==> src/rtl/ramb4_rd_pkg.sv <==
// Shared definitions for the 4096x1 block-RAM stream reader.
package ramb4_rd_pkg;

  localparam int ADDR_W_DEF = 12;
  localparam int DEPTH      = 2 ** ADDR_W_DEF;

  typedef enum logic [1:0] {
    IDLE  = 2'd0,
    READ  = 2'd1,
    DRAIN = 2'd2,
    FIN   = 2'd3
  } rd_state_e;

endpackage

==> src/rtl/ramb4_bit_packer.sv <==
// Packs a serial bit stream into WORD_W-bit words held in one output register
// with valid/ready; stall tells the reader that a bit issued now has no home.
module ramb4_bit_packer #(
  parameter int WORD_W    = 8,
  parameter bit LSB_FIRST = 1'b1
) (
  input  logic              CLK,
  input  logic              RST,
  input  logic              in_valid,
  input  logic              in_bit,
  input  logic              in_last,
  output logic              stall,
  output logic [WORD_W-1:0] m_data,
  output logic              m_valid,
  output logic              m_last,
  input  logic              m_ready
);

  localparam int FW = $clog2(WORD_W + 1);
  localparam logic [FW-1:0] FULL_L = FW'(WORD_W);
  localparam logic [FW-1:0] FONE_L = FW'(1);
  localparam logic [FW-1:0] FZERO_L = FW'(0);

  logic [WORD_W-1:0] acc_r, acc_s;
  logic [FW-1:0]     fill_r, fill_s, fill_n_s;
  logic              last_r, last_s;
  logic              flush_s, move_s, out_free_s;
  logic [WORD_W-1:0] data_r;
  logic              valid_r, mlast_r;

  // Merge the arriving bit, then decide whether the accumulator moves out.
  always_comb begin
    acc_s      = acc_r;
    fill_s     = in_valid ? (fill_r + FONE_L) : fill_r;
    last_s     = in_valid ? in_last : last_r;
    for (int k = 0; k < WORD_W; k++) begin
      acc_s[LSB_FIRST ? k : WORD_W-1-k] = (in_valid && (fill_r == FW'(k))) ?
        in_bit : acc_r[LSB_FIRST ? k : WORD_W-1-k];
    end
    out_free_s = !valid_r || m_ready;
    flush_s    = (fill_s == FULL_L) || last_s;
    move_s     = flush_s && out_free_s;
    fill_n_s   = move_s ? FZERO_L : fill_s;
    // A full word parked in the accumulator leaves no room for the next bit.
    stall      = (fill_n_s == FULL_L);
  end

  // Accumulator and output holding register.
  always_ff @(posedge CLK) begin
    if (RST) begin
      acc_r   <= {WORD_W{1'b0}};
      fill_r  <= FZERO_L;
      last_r  <= 1'b0;
      data_r  <= {WORD_W{1'b0}};
      valid_r <= 1'b0;
      mlast_r <= 1'b0;
    end else begin
      acc_r  <= move_s ? {WORD_W{1'b0}} : acc_s;
      fill_r <= fill_n_s;
      last_r <= move_s ? 1'b0 : last_s;
      if (move_s) begin
        data_r  <= acc_s;
        valid_r <= 1'b1;
        mlast_r <= last_s;
      end else if (valid_r && m_ready) begin
        valid_r <= 1'b0;
        mlast_r <= 1'b0;
      end else begin
        valid_r <= valid_r;
        mlast_r <= mlast_r;
      end
    end
  end

  assign m_data  = data_r;
  assign m_valid = valid_r;
  assign m_last  = mlast_r;

endmodule

==> src/rtl/ramb4_s1_stream_reader.sv <==
// Reads LEN consecutive bits from a 4096x1 RAM starting at BASE and streams
// them out as packed words with full valid/ready backpressure.
module ramb4_s1_stream_reader
  import ramb4_rd_pkg::*;
#(
  parameter int ADDR_W    = ADDR_W_DEF,
  parameter int WORD_W    = 8,
  parameter bit LSB_FIRST = 1'b1
) (
  input  logic              CLK,
  input  logic              RST,
  input  logic              START,
  input  logic [ADDR_W-1:0] BASE,
  input  logic [ADDR_W:0]   LEN,
  output logic              BUSY,
  output logic              DONE,
  output logic [ADDR_W-1:0] RAM_ADDR,
  output logic              RAM_EN,
  output logic              RAM_WE,
  output logic              RAM_RST,
  input  logic              RAM_DO,
  output logic [WORD_W-1:0] M_DATA,
  output logic              M_VALID,
  input  logic              M_READY,
  output logic              M_LAST
);

  localparam logic [ADDR_W:0]   DEPTH_L  = {1'b1, {ADDR_W{1'b0}}};
  localparam logic [ADDR_W:0]   ONE_L    = {{ADDR_W{1'b0}}, 1'b1};
  localparam logic [ADDR_W:0]   ZERO_L   = {(ADDR_W+1){1'b0}};
  localparam logic [ADDR_W-1:0] ADDR_ONE = {{(ADDR_W-1){1'b0}}, 1'b1};

  rd_state_e         state_r, state_s;
  logic [ADDR_W-1:0] addr_r;
  logic [ADDR_W:0]   rem_r;
  logic              inflight_r, inflight_last_r;
  logic              busy_r, done_r;
  logic              stall_s, issue_s, last_acc_s;

  assign issue_s    = (state_r == READ) && !stall_s;
  assign last_acc_s = M_VALID && M_READY && M_LAST;

  // Next-state logic.
  always_comb begin
    state_s = state_r;
    case (state_r)
      IDLE: begin
        if (START) state_s = (LEN == ZERO_L) ? FIN : READ;
        else       state_s = IDLE;
      end
      READ: begin
        if (issue_s && (rem_r == ONE_L)) state_s = DRAIN;
        else                             state_s = READ;
      end
      DRAIN: begin
        if (last_acc_s) state_s = FIN;
        else            state_s = DRAIN;
      end
      FIN:     state_s = IDLE;
      default: state_s = IDLE;
    endcase
  end

  // State, address/remaining counters and the read-in-flight tracker.
  always_ff @(posedge CLK) begin
    if (RST) begin
      state_r         <= IDLE;
      addr_r          <= {ADDR_W{1'b0}};
      rem_r           <= ZERO_L;
      inflight_r      <= 1'b0;
      inflight_last_r <= 1'b0;
      busy_r          <= 1'b0;
      done_r          <= 1'b0;
    end else begin
      state_r         <= state_s;
      busy_r          <= (state_s != IDLE);
      done_r          <= (state_r == FIN);
      inflight_r      <= issue_s;
      inflight_last_r <= issue_s && (rem_r == ONE_L);
      if ((state_r == IDLE) && START) begin
        addr_r <= BASE;
        rem_r  <= (LEN > DEPTH_L) ? DEPTH_L : LEN;
      end else if (issue_s) begin
        addr_r <= addr_r + ADDR_ONE;
        rem_r  <= rem_r - ONE_L;
      end else begin
        addr_r <= addr_r;
        rem_r  <= rem_r;
      end
    end
  end

  ramb4_bit_packer #(
    .WORD_W   (WORD_W),
    .LSB_FIRST(LSB_FIRST)
  ) u_packer (
    .CLK     (CLK),
    .RST     (RST),
    .in_valid(inflight_r),
    .in_bit  (RAM_DO),
    .in_last (inflight_last_r),
    .stall   (stall_s),
    .m_data  (M_DATA),
    .m_valid (M_VALID),
    .m_last  (M_LAST),
    .m_ready (M_READY)
  );

  assign BUSY     = busy_r;
  assign DONE     = done_r;
  assign RAM_ADDR = addr_r;
  assign RAM_EN   = issue_s;
  assign RAM_WE   = 1'b0;
  assign RAM_RST  = 1'b0;

endmodule

==> config.mk <==
export PLATFORM = sky130hd
export DESIGN_NAME = ramb4_s1_stream_reader
export DESIGN_NICKNAME = d
export VERILOG_FILES = /design/src/rtl/ramb4_rd_pkg.sv /design/src/rtl/ramb4_bit_packer.sv /design/src/rtl/ramb4_s1_stream_reader.sv
export SDC_FILE = /design/constraint.sdc
export NUM_CORES = 1
export LEC_CHECK = 0
export BUFFER_PORTS_ARGS = -buffer_cell sky130_fd_sc_hd__buf_4
export CORE_MARGIN = 5
export CORE_UTILIZATION = 40
export DETAILED_ROUTE_END_ITERATION = 16
export PLACE_DENSITY_LB_ADDON = 0.15
export SETUP_SLACK_MARGIN = 0.02
export SYNTH_ARGS = -nofsm -noshare
export SYNTH_HDL_FRONTEND = slang
export SYNTH_SLANG_ARGS = --single-unit
==> constraint.sdc <==
create_clock -name CLK -period 3.1 [get_ports CLK]
set_clock_uncertainty 0.15 [all_clocks]
set_input_delay 0.31 -clock CLK [delete_from_list [all_inputs] [get_ports CLK]]
set_output_delay 0.31 -clock CLK [all_outputs]
set_load 0.01 [all_outputs]
After elaboration in Yosys (flattened, before gate mapping):

Index checks and enable logic that the tools add are counted.

* flip-flop bits (word level): 54
* input bits: 30
* output and inout bits: 27
* logic and storage cells: 79

* add/subtract/negate cells: 3
* order comparisons: 1
* eq/ne operators: 13
* muxes and demuxes: 24
* reductions and logical operators: 25

Operator list (count)
* $mux W13: 3
* $mux W12: 2
* $eq A4 B3 Y1 const B: 4
* $logic_and A1 B1 Y1: 14
* $eq A13 B1 Y1 const B: 1
* $gt A13 B13 Y1 const B: 1
* $logic_not A13 Y1: 1
* $mux W1: 13
* $sub A13 B1 Y13 const B: 1
* $add A12 B1 Y12 const B: 1
* $eq A4 B2 Y1 const B: 2
* $eq A4 B4 Y1 const B: 2
* $mux W4: 2
* $pmux W2 S4: 1
* $mux W2: 3
* $reduce_bool A2 Y1: 3
* $add A4 B1 Y4 const B: 1
* $eq A2 B2 Y1 const B: 2
* $eq A4 B1 Y1 const B: 1
* $logic_not A4 Y1: 1
* $eq A2 B1 Y1 const B: 1
* $logic_not A1 Y1: 2
* $logic_not A2 Y1: 1
* $logic_or A1 B1 Y1: 2
* $reduce_or A2 Y1: 1

Logic depth before layout (Yosys ltp):

Gate-level depths: netlist (run 1).

* depth in word-level cells: 13
* mapped depth: 9
* mapped depth without buffers: 7

Hierarchy:

From an unflattened synthesis (run 1), not the netlist that was laid out.

* cells, all modules: 313
* area total of the unflattened synthesis: 2861.5 um^2

Modules (own cells, without submodules)
* ramb4_s1_stream_reader: times used 1, cells each 198, area each 1742.9 um^2, seq. area each 620.6 um^2
* ramb4_bit_packer: times used 1, cells each 115, area each 1118.6 um^2, seq. area each 460.4 um^2

Least setup slack after synthesis (run 1):

Ideal clock, no wire load.

* kind: register to register
* start point: reg u_packer.fill_r[0]
* end point: reg addr_r[10], in the netlist RAM_ADDR[10]
* setup time: 121 ps
* arrival time: 2128 ps
* required time: 2829 ps
* slack: 701 ps
* cell stages (with the launch flop): 10
* path buffers: 2
* cell sequence: dfxtp_1 > inv_1 > ha_1 > o31ai_2 > a31o_2 > buf_4 > inv_2 > buf_6 > nand4_1 > mux2_2

* cells in the longest elaborated chain, start to end: 10

Ends and longest elaborated chain
* from (decl): RTL line ramb4_bit_packer.sv:25 `logic [FW-1:0] fill_r, fill_s, fill_n_s;`
* from (signal assigned): RTL line ramb4_bit_packer.sv:59 `fill_r <= fill_n_s;`
* $add A4 B1 Y4: RTL line ramb4_bit_packer.sv:34 `fill_s = in_valid ? (fill_r + FONE_L) : fill_r;`
* $mux W4 *: RTL line ramb4_bit_packer.sv:34
* $eq A4 B4 Y1: RTL line ramb4_bit_packer.sv:41 `flush_s = (fill_s == FULL_L) || last_s;`
* $logic_or A1 B1 Y1: RTL line ramb4_bit_packer.sv:41
* $logic_and A1 B1 Y1: RTL line ramb4_bit_packer.sv:42 `move_s = flush_s && out_free_s;`
* $mux W4 *: RTL line ramb4_bit_packer.sv:43 `fill_n_s = move_s ? FZERO_L : fill_s;`
* $eq A4 B4 Y1 *: RTL line ramb4_bit_packer.sv:45 `stall = (fill_n_s == FULL_L);`
* $logic_not A1 Y1 *: RTL line ramb4_s1_stream_reader.sv:40 `assign issue_s = (state_r == READ) && !stall_s;`
* $logic_and A1 B1 Y1 *: RTL line ramb4_s1_stream_reader.sv:40
* $reduce_bool A2 Y1 (no source line) *
* to (signal assigned): RTL line ramb4_s1_stream_reader.sv:68 `addr_r <= {ADDR_W{1'b0}};`
* to (signal assigned): RTL line ramb4_s1_stream_reader.sv:84 `addr_r <= addr_r + ADDR_ONE;`
* to (signal assigned): RTL line ramb4_s1_stream_reader.sv:87 `addr_r <= addr_r;`
* to (decl): RTL line ramb4_s1_stream_reader.sv:34 `logic [ADDR_W-1:0] addr_r;`

Mark *: on every way between the ends. The rest lies on a longest branch, timed or not.
A chain may end at the register's enable or synchronous reset.

Worst setup path in the final report (run 1):

* start point: reg u_packer.fill_r[0]
* end point: out RAM_EN

* cells in the longest elaborated chain, start to end: 9

Ends and longest elaborated chain
* $add A4 B1 Y4: RTL line ramb4_bit_packer.sv:34
* $mux W4 *: RTL line ramb4_bit_packer.sv:34
* $eq A4 B4 Y1: RTL line ramb4_bit_packer.sv:41
* $logic_or A1 B1 Y1: RTL line ramb4_bit_packer.sv:41
* $logic_and A1 B1 Y1: RTL line ramb4_bit_packer.sv:42
* $mux W4 *: RTL line ramb4_bit_packer.sv:43
* $eq A4 B4 Y1 *: RTL line ramb4_bit_packer.sv:45
* $logic_not A1 Y1 *: RTL line ramb4_s1_stream_reader.sv:40
* $logic_and A1 B1 Y1 *: RTL line ramb4_s1_stream_reader.sv:40
* to (decl): RTL line ramb4_s1_stream_reader.sv:18 `output logic RAM_EN,`

Marks and branches as above.

==> impl_metrics.yaml, run 1 <==
outcome:
  status: "complete, no violations"
setup_path:
  cp-end-kind: "primary output"
  regToRegStartpoint: "inflight_r"
  cp.depth: 6
  worst-path-buf-inv: 3
  reg2reg_slack_ns: 0.44
  crit_family: "compound AO/OA/AOI/OAI gates"
  r2r_end: "rem_r[12]"
  worstPathMaxFanout: 24
  crit_arrival_ns: 2.39
  worst_path_max_delay_cell: "dfxtp_1"
  slowest_delay_ns: 0.48
  reg2regPathDepth: 6
  criticalPathCategory: "reg -> out"
  crit_required_ns: 2.64
  startpoint_type: "flip-flop"
  crit_path_end: "RAM_EN"
  worstPathCellList: "inv_1, ha_1, o31ai_2, a31o_2, inv_2, buf_4"
  crit_path_start: "u_packer.fill_r[0]"
synth:
  ys_seq_area_frac: 0.3781
  yosys-top-cells-area: "dfxtp_1 (38%), a311oi_1 (7.0%), nor2_1 (5.0%)"
  synth_edf_count: 0
  synth_flop_cell: "dfxtp_1"
  synth_cell_type_count: 60
  synth-seq-cells: 54
  syn_area_sq_mm: 0.002859
  syn_avg_cell_area_sq_um: 8.716
  ys_warn_count: 0
  synthArstFlopShare: 0
  synthDominantCellAreaShare: 0.3781
  syn_inst: 328
  yosysTopAreaCell: "dfxtp_1"
timing:
  rsz0062_at_grt: "no"
  final-hold-violation-count: 0
  setup-tns-final_ns: 0
  fin_crit_sh: 0.9185
  clock.fmax_mhz: 351.2
  setup_viol: 0
  min_period_ns: 2.847
  slew_violations: 0
  tightestPinTransition_ns: 0.8461
  slew_headroom: 0.4346
place:
  dpl_cell_area_sq_mm: 0.003304
  portBuffers: 54
  gp_congestion: 0.8251
  post-dp-hpwl_microns: 5024
  dp_cells: 460
global_routing:
  antenna_found_initial: 0
  grt_max_degree: 43
  track_usage: 0.1613
  grt_pass1_wl_microns: 11680
  grt_pass1_vias: 2412
  grt_overflow_total: 0
final_layout:
  stdcell_count: 468
  nets: 408
  post-route-cell-area_sq_mm: 0.003418
  area_delta_synth_final_pct: 19.56
  n_antenna_cell: 0
  drive_gt1_frac: 0.2204
pwr:
  clockPowerShare: 0.298
  power_density_mw_per_mm2: 469.3
  power_frac_comb: 0.209
  p_sw_uw: 468.6
  swShare: 0.2921
  power_report.internal_total_mw: 1.136
  vdd.ir_drop.worst_mv: 0.2177
  seqPwrFrac: 0.493
  p_leak_nw: 1.352
clock_network:
  cts_hold_buf: 0
  post_cts_buffers: 0
  cts_buffers: 5
  h-tree-depth: 2
  clock-sinks: 54
  cts-root-buf: "clkbuf_8"
  cts_resized: 0
  ctsLongestPathBuffers: 2
  clkSlewWorstSetupHoldPaths_ns: 0.10
  cts_tree: "yes"
  worstSkewPairLatency_ns: 0.30
die:
  dieArea_sq_mm: 0.008938
  core_sq_mm: 0.006869
  start_util: 0.4162
  io_pins: 57
  die-height_microns: 94.54
  die-width_microns: 94.54
  rows: 30
routing:
  vias_per_cell: 5.549
  wire_per_inst_microns: 15.14
  wirelength_microns: 7085
  drt_iter0_drc: 111
  dr.pass1.iters: 4
  antenna_left: 0
  vias: 2597
  drc_errors: 0
hold_path:
  hp-class: "in -> reg"
flow_run:
  drv_cap: 0
## kinds of logic (layout without fill, tap and decap cells)
kind of cell             Yosys count  after routing  share of synthesized area
AO/OA/AOI/OAI                     82             82                     0.2114
XOR/XNOR                          10             10                    0.03063
adder cells (fa/ha/maj)            7              7                    0.03063
buffers and inverters             36             79                    0.05821
flip-flops                        54             54                     0.3781
multiplexers                      17             17                    0.06127
other                              1              2                   0.001312
AND/OR/NAND/NOR                  121            121                     0.2284
## synth_stat cells, types with 2 or more instances
cell / n
nand3_1: 11
nand4_1: 5
nor2b_1: 2
or4_1: 3
mux2_2: 4
a21oi_1: 22
o21ai_0: 6
nor2_1: 38
clkbuf_1: 8
xor2_1: 5
a211oi_1: 4
o31ai_1: 4
and2_1: 5
ha_1: 7
mux2i_1: 13
inv_1: 11
buf_2: 10
nand2_1: 16
buf_4: 3
buf_1: 2
o21a_1: 2
a311oi_1: 23
a31o_2: 2
a22o_1: 3
nand4b_1: 4
dfxtp_1: 54
and3_1: 5
nor3_1: 10
nor3b_1: 2
nor4_1: 8
xnor2_1: 5
or3_1: 3
## how the worst min path moves through the flow
stage	cells after the start	slack (ns)	endpoint	start
after floorplan	1	0.29	rem_r[2]	LEN[2]
after global placement	2	0.33	u_packer.acc_r[0]	u_packer.acc_r[0]
after detailed placement	2	0.33	u_packer.acc_r[1]	u_packer.acc_r[1]
after CTS	2	0.08	rem_r[2]	LEN[2]
after global routing	2	0.09	rem_r[1]	LEN[1]
final	2	0.08	rem_r[2]	LEN[2]
## stage by stage
step	hold WS, ns	power, mW	setup slack (ns)	util
global route	0.09058	1.691	0.1141	0.4976
detailed placement	0.3321	1.139	0.4775	0.4811
CTS	0.07966	1.619	0.2449	0.4976
floorplan	0.2930	1.023	0.7010	-
global placement	0.3289	1.134	0.5654	0.4811
finish	0.08020	1.604	0.2526	0.4976
## power groups by stage
stage | Clock (mW) | Combinational [mW] | Sequential, mW
after global placement | 0 | 0.329 | 0.805
final | 0.478 | 0.335 | 0.791
after detailed placement | 0 | 0.334 | 0.805
after floorplan | 0 | 0.224 | 0.799
after global routing | 0.520 | 0.373 | 0.798
after CTS | 0.494 | 0.336 | 0.790
## per-layer routing
metal,vias to the layer above,track usage,share of wire
met1,1215,0.2338,0.51
met4,0,0.04327,0.013
met3,8,0.03347,0.043
met2,63,0.2423,0.43
met5,-,0,0
li1,1311,-,-
## placed cells by master, fill, tap and decap left out, drive strengths merged, types with 4 or more instances in the layout
master and instances:
o31ai 5, nand2 16, mux2 4, buf 59
and2 5, nand4b 4, clkbuf 5, a21oi 22
or4 4, inv 12, and3 5, nand3 11
nor2 38, ha 7, mux2i 13, o21ai 7
xor2 5, a311oi 23, nand4 5, nor4 9
xnor2 5, a211oi 4, nor3 10, dfxtp 54
## final cells by class
type                            count  area [sq um]
Tap cell                           96         120.1
Fill cell                         660          3451
Multi-Input combinational cell    239          1615
Clock buffer                        5         68.82
Inverter                           12         45.04
Clock inverter                      3         45.04
Timing Repair Buffer               59         442.9
Sequential cell                    54          1081
## sequential cells by signal, indices dropped and copies added (netlist names)
| name | cells |
|---|---|
| BUSY | 1 |
| DONE | 1 |
| RAM_ADDR | 12 |
| inflight_last_r | 1 |
| inflight_r | 1 |
| rem_r | 13 |
| state_r | 2 |
| u_packer.acc_r | 8 |
| u_packer.fill_r | 4 |
| u_packer.last_r | 1 |
| u_packer.m_data | 8 |
| u_packer.m_last | 1 |
| u_packer.m_valid | 1 |
## worst reg2reg max path: stages (launching register included)
cell and delay [ns]:
dfxtp_1 0.65, nand4_1 0.24, xnor2_1 0.27, a31o_2 0.29, inv_2 0.38, mux2_2 0.40, o211a_1 0.20
Note: power is estimated with default switching activity, not from simulation.
==> run 2, diff against run 1 <==
- PLACE_DENSITY_LB_ADDON: 0.15 -> 0.3
==> run 2 against run 1 <==
  * Largest power group unchanged
  * Flip-flop and latch count stayed put
  * Global-route usage decreased by 0.20 points
  * First-iteration DRC count rose by 71%
  * Maximum frequency up 1.5%
  * Largest cell class unchanged
  * Sequential share of layout area increased by 0.35 points
  * Cell area shrank 1.1%
  * Worst setup slack improved by 0.041 ns
  * Non-clock buffer count stayed put
  * Final cell count down 0.21%
  * Die area unchanged
==> impl_metrics.yaml, run 2 (synthesis results as in run 1) <==
clock_network:
  cts_tree: "yes"
  cts_resized: 0
  h-tree-depth: 2
  cts_buffers: 5
  cts-root-buf: "clkbuf_8"
  clock-sinks: 54
  cts_hold_buf: 0
  post_cts_buffers: 0
  clkSlewWorstSetupHoldPaths_ns: 0.10
  ctsLongestPathBuffers: 2
  worstSkewPairLatency_ns: 0.31
routing:
  vias_per_cell: 5.597
  wire_per_inst_microns: 14.87
  dr.pass1.iters: 4
  drc_errors: 0
  vias: 2614
  antenna_left: 0
  drt_iter0_drc: 190
  wirelength_microns: 6945
setup_path:
  crit_arrival_ns: 2.35
  criticalPathCategory: "reg -> out"
  crit_required_ns: 2.64
  cp-end-kind: "primary output"
  worstPathMaxFanout: 24
  startpoint_type: "flip-flop"
final_layout:
  utilization: 0.4922
  post-route-cell-area_sq_mm: 0.003381
  final_common_cell: "buf_4"
  largest_register_ff_count: 13
  n_antenna_cell: 0
  drive_gt1_frac: 0.2129
  largest_register: "rem_r"
  area_delta_synth_final_pct: 18.25
  layout_common_cells: "buf_4 (59), dfxtp_1 (54), nor2_1 (38)"
  nets: 408
  fill_cells: 679
pwr:
  p_leak_nw: 1.341
  vdd.ir_drop.worst_mv: 0.2090
  p_total_mw: 1.497
  clockPowerShare: 0.250
  power_frac_comb: 0.221
  p_sw_uw: 446.8
  swShare: 0.2985
  power_report.internal_total_mw: 1.050
  seqPwrFrac: 0.528
  power_density_mw_per_mm2: 442.8
die:
  die-height_microns: 94.54
  io_pins: 57
  core_sq_mm: 0.006869
  die-width_microns: 94.54
  rows: 30
  start_util: 0.4162
  dieArea_sq_mm: 0.008938
timing:
  slew_headroom: 0.3616
  min_period_ns: 2.806
  final-hold-violation-count: 0
  hold_ws_ns: 0.08220
  rsz0062_at_grt: "no"
  clock.fmax_mhz: 356.3
  tightestPinTransition_ns: 0.9553
  fin_crit_sh: 0.9053
  slew_violations: 0
  setup-tns-final_ns: 0
  setup_viol: 0
hold_path:
  hp-class: "in -> reg"
global_routing:
  grt_pass1_vias: 2412
  grt_max_degree: 43
  track_usage: 0.1593
  grt_overflow_total: 0
  grt_pass1_wl_microns: 11480
  antenna_found_initial: 0
flow_run:
  drv_cap: 0
place:
  portBuffers: 54
  gp_congestion: 0.7953
  post-dp-hpwl_microns: 5054
  dpl_cell_area_sq_mm: 0.003304
outcome:
  status: "complete, no violations"
-- run 2: cell count changes in the layout (fill, tap and decap cells not counted) --
cell	before	now
clkbuf_1	0	2
clkinvlp_4	2	0
bufinv_16	1	0
-- run 2: layout make-up --
type	instances	area, sq um	area share
Multi-Input combinational cell	239	1615	0.4778
Sequential cell	54	1081	0.3198
Timing Repair Buffer	59	442.9	0.1310
Tap cell	96	120.1	0.03553
Clock buffer	7	76.32	0.02258
Inverter	12	45.04	0.01332
-- run 2: per-stage QoR --
step                setup slack, ns  std cells
floorplan                    0.7010        329
detailed placement           0.5077        460
finish                       0.2936        467
global route                0.07307        467
global placement             0.5925        460
CTS                          0.3110        467
-- run 2: final timing paths --
path	depth (start not counted)	startpoint	slack, ns	end
max	6	u_packer.fill_r[0]	0.29	RAM_EN
min	2	LEN[2]	0.08	rem_r[2]
max reg2reg	6	inflight_r	0.45	rem_r[12]
min reg2reg	2	state_r[1]	0.35	DONE
-- run 2: worst max-delay path: stages (launching register included) --
cell     delay (ns)
dfxtp_1        0.45
inv_1          0.10
ha_1           0.35
o31ai_2        0.48
a31o_2         0.25
inv_2          0.19
buf_4          0.22
-- run 2: per-layer routing --
metal	share of wire	GRT usage	wire, microns	vias to the layer above
met1	0.48	0.2212	3300	1217
met2	0.46	0.2470	3180	78
met5	0	0	0	-
li1	-	-	-	1310
met3	0.055	0.03506	381	9
met4	0.012	0.04808	82	0
-- run 2: power by group through the flow --
stage	Clock (mW)	Combinational (mW)	Sequential (mW)
3_3_place_gp	0	0.326	0.804
2_1_floorplan	0	0.224	0.799
4_1_cts	0.381	0.332	0.789
6_report	0.375	0.332	0.790
3_5_place_dp	0	0.330	0.805
5_1_grt	0.418	0.369	0.798
==> run 3, diff against run 2 <==
- PLACE_DENSITY_LB_ADDON: 0.3 -> default
==> run 3 against run 2 <==
  * Combinational power about the same
  * Via count down 2.1%
  * Register-to-register slack worse by 0.03 ns
  * Final cell count unchanged
  * Hold slack worse by 0.0082 ns
  * Global-route usage up 0.58 points
  * Flip-flop and latch count unchanged
==> impl_metrics.yaml, run 3 (synthesis results as in run 1) <==
timing:
  final-hold-violation-count: 0
  setup-tns-final_ns: 0
  tightestPinTransition_ns: 0.6178
  fin_crit_sh: 0.9081
  rsz0062_at_grt: "no"
  min_period_ns: 2.815
  clock.fmax_mhz: 355.2
  fin_ws_ns: 0.2849
  setup_viol: 0
  slew_violations: 0
  slew_headroom: 0.5882
routing:
  dr.pass1.iters: 4
  drt_iter0_drc: 107
  vias_per_cell: 5.482
  antenna_left: 0
  wirelength_microns: 7132
  drc_errors: 0
  wire_per_inst_microns: 15.27
  vias: 2560
setup_path:
  crit_required_ns: 2.64
  worstPathCellList: "nand4_1, xnor2_1, a31o_2, inv_2, buf_4"
  worst_path_max_delay_cell: "dfxtp_1"
  reg2regPathDepth: 6
  worstPathMaxFanout: 24
  criticalPathCategory: "reg -> out"
  slowest_delay_ns: 0.64
  cp-end-kind: "primary output"
  crit_arrival_ns: 2.36
  startpoint_type: "flip-flop"
clock_network:
  post_cts_buffers: 0
  ctsLongestPathBuffers: 2
  clkSlewWorstSetupHoldPaths_ns: 0.10
  worstSkewPairLatency_ns: 0.31
  cts_buffers: 5
  cts-root-buf: "clkbuf_8"
  cts_tree: "yes"
  h-tree-depth: 2
  cts_hold_buf: 0
  clock-sinks: 54
  cts_resized: 0
place:
  post-dp-hpwl_microns: 5003
  pre_cts_ws_ns: 0.4901
  gp_congestion: 0.7981
  dp_cells: 460
  portBuffers: 54
final_layout:
  utilization: 0.4967
  stdcell_count: 467
  nets: 408
  final_common_cell: "buf_4"
  largest_register_ff_count: 13
  fill_cells: 681
  n_antenna_cell: 0
  layout_common_cells: "buf_4 (59), dfxtp_1 (54), nor2_1 (38)"
  drive_gt1_frac: 0.2183
  largest_register: "rem_r"
  register_area_sq_mm: 0.001081
  area_delta_synth_final_pct: 19.34
  multi_input_area_sq_mm: 0.001615
die:
  rows: 30
  start_util: 0.4162
  dieArea_sq_mm: 0.008938
  die-width_microns: 94.54
  core_sq_mm: 0.006869
  die-height_microns: 94.54
  io_pins: 57
global_routing:
  grt_max_degree: 43
  grt_overflow_total: 0
  grt_pass1_wl_microns: 11920
  track_usage: 0.1651
  grt_pass1_vias: 2538
  antenna_found_initial: 0
hold_path:
  hold_depth: 2
  hp-class: "in -> reg"
pwr:
  p_leak_nw: 1.357
  power_density_mw_per_mm2: 468.3
  vdd.ir_drop.worst_mv: 0.2720
outcome:
  status: "complete, no violations"
flow_run:
  drv_cap: 0
-- run 3: final timing paths --
kind / start / to / slack [ns]
worst max-delay path: inflight_r / RAM_EN / 0.28
worst min-delay path: LEN[2] / rem_r[2] / 0.07
worst max register to register: inflight_r / rem_r[12] / 0.42
worst min register to register: u_packer.acc_r[4] / u_packer.acc_r[4] / 0.36
-- run 3: per-stage QoR --
stage	hold WS (ns)	total power, mW	instance area, sq um
final	0.07400	1.598	3412
after global placement	0.3317	1.132	3304
after floorplan	0.2930	1.023	2863
after detailed placement	0.3315	1.138	3304
after global routing	0.07065	1.676	3412
after CTS	0.07171	1.608	3412
-- run 3: where the power goes --
part / switching, mW / internal [mW]
clock network: 0.237 / 0.238
registers: 0.0553 / 0.735
logic: 0.174 / 0.158
-- run 3: final cells by class --
class | count | share of cell area
Multi-Input combinational cell | 239 | 0.4734
Clock buffer | 5 | 0.02017
Clock inverter | 2 | 0.01137
Timing Repair Buffer | 59 | 0.1298
Sequential cell | 54 | 0.3168
Tap cell | 96 | 0.03520
Inverter | 12 | 0.01320
-- run 3: critical path, delay by kind of cell, from the launching register on --
| kind | cells | cell delay [ns] |
|---|---|---|
| buf+inv | 2 | 0.56 |
| flops | 1 | 0.64 |
| compound gates | 1 | 0.30 |
| xor+xnor | 1 | 0.27 |
| simple gates | 1 | 0.26 |
-- run 3: per-layer routing --
metal / vias to the layer above / global-route usage / part of all wire
li1: 1307 / - / -
met1: 1176 / 0.2310 / 0.50
met2: 67 / 0.2530 / 0.45
met3: 10 / 0.02869 / 0.040
met4: 0 / 0.06250 / 0.014
met5: - / 0 / 0
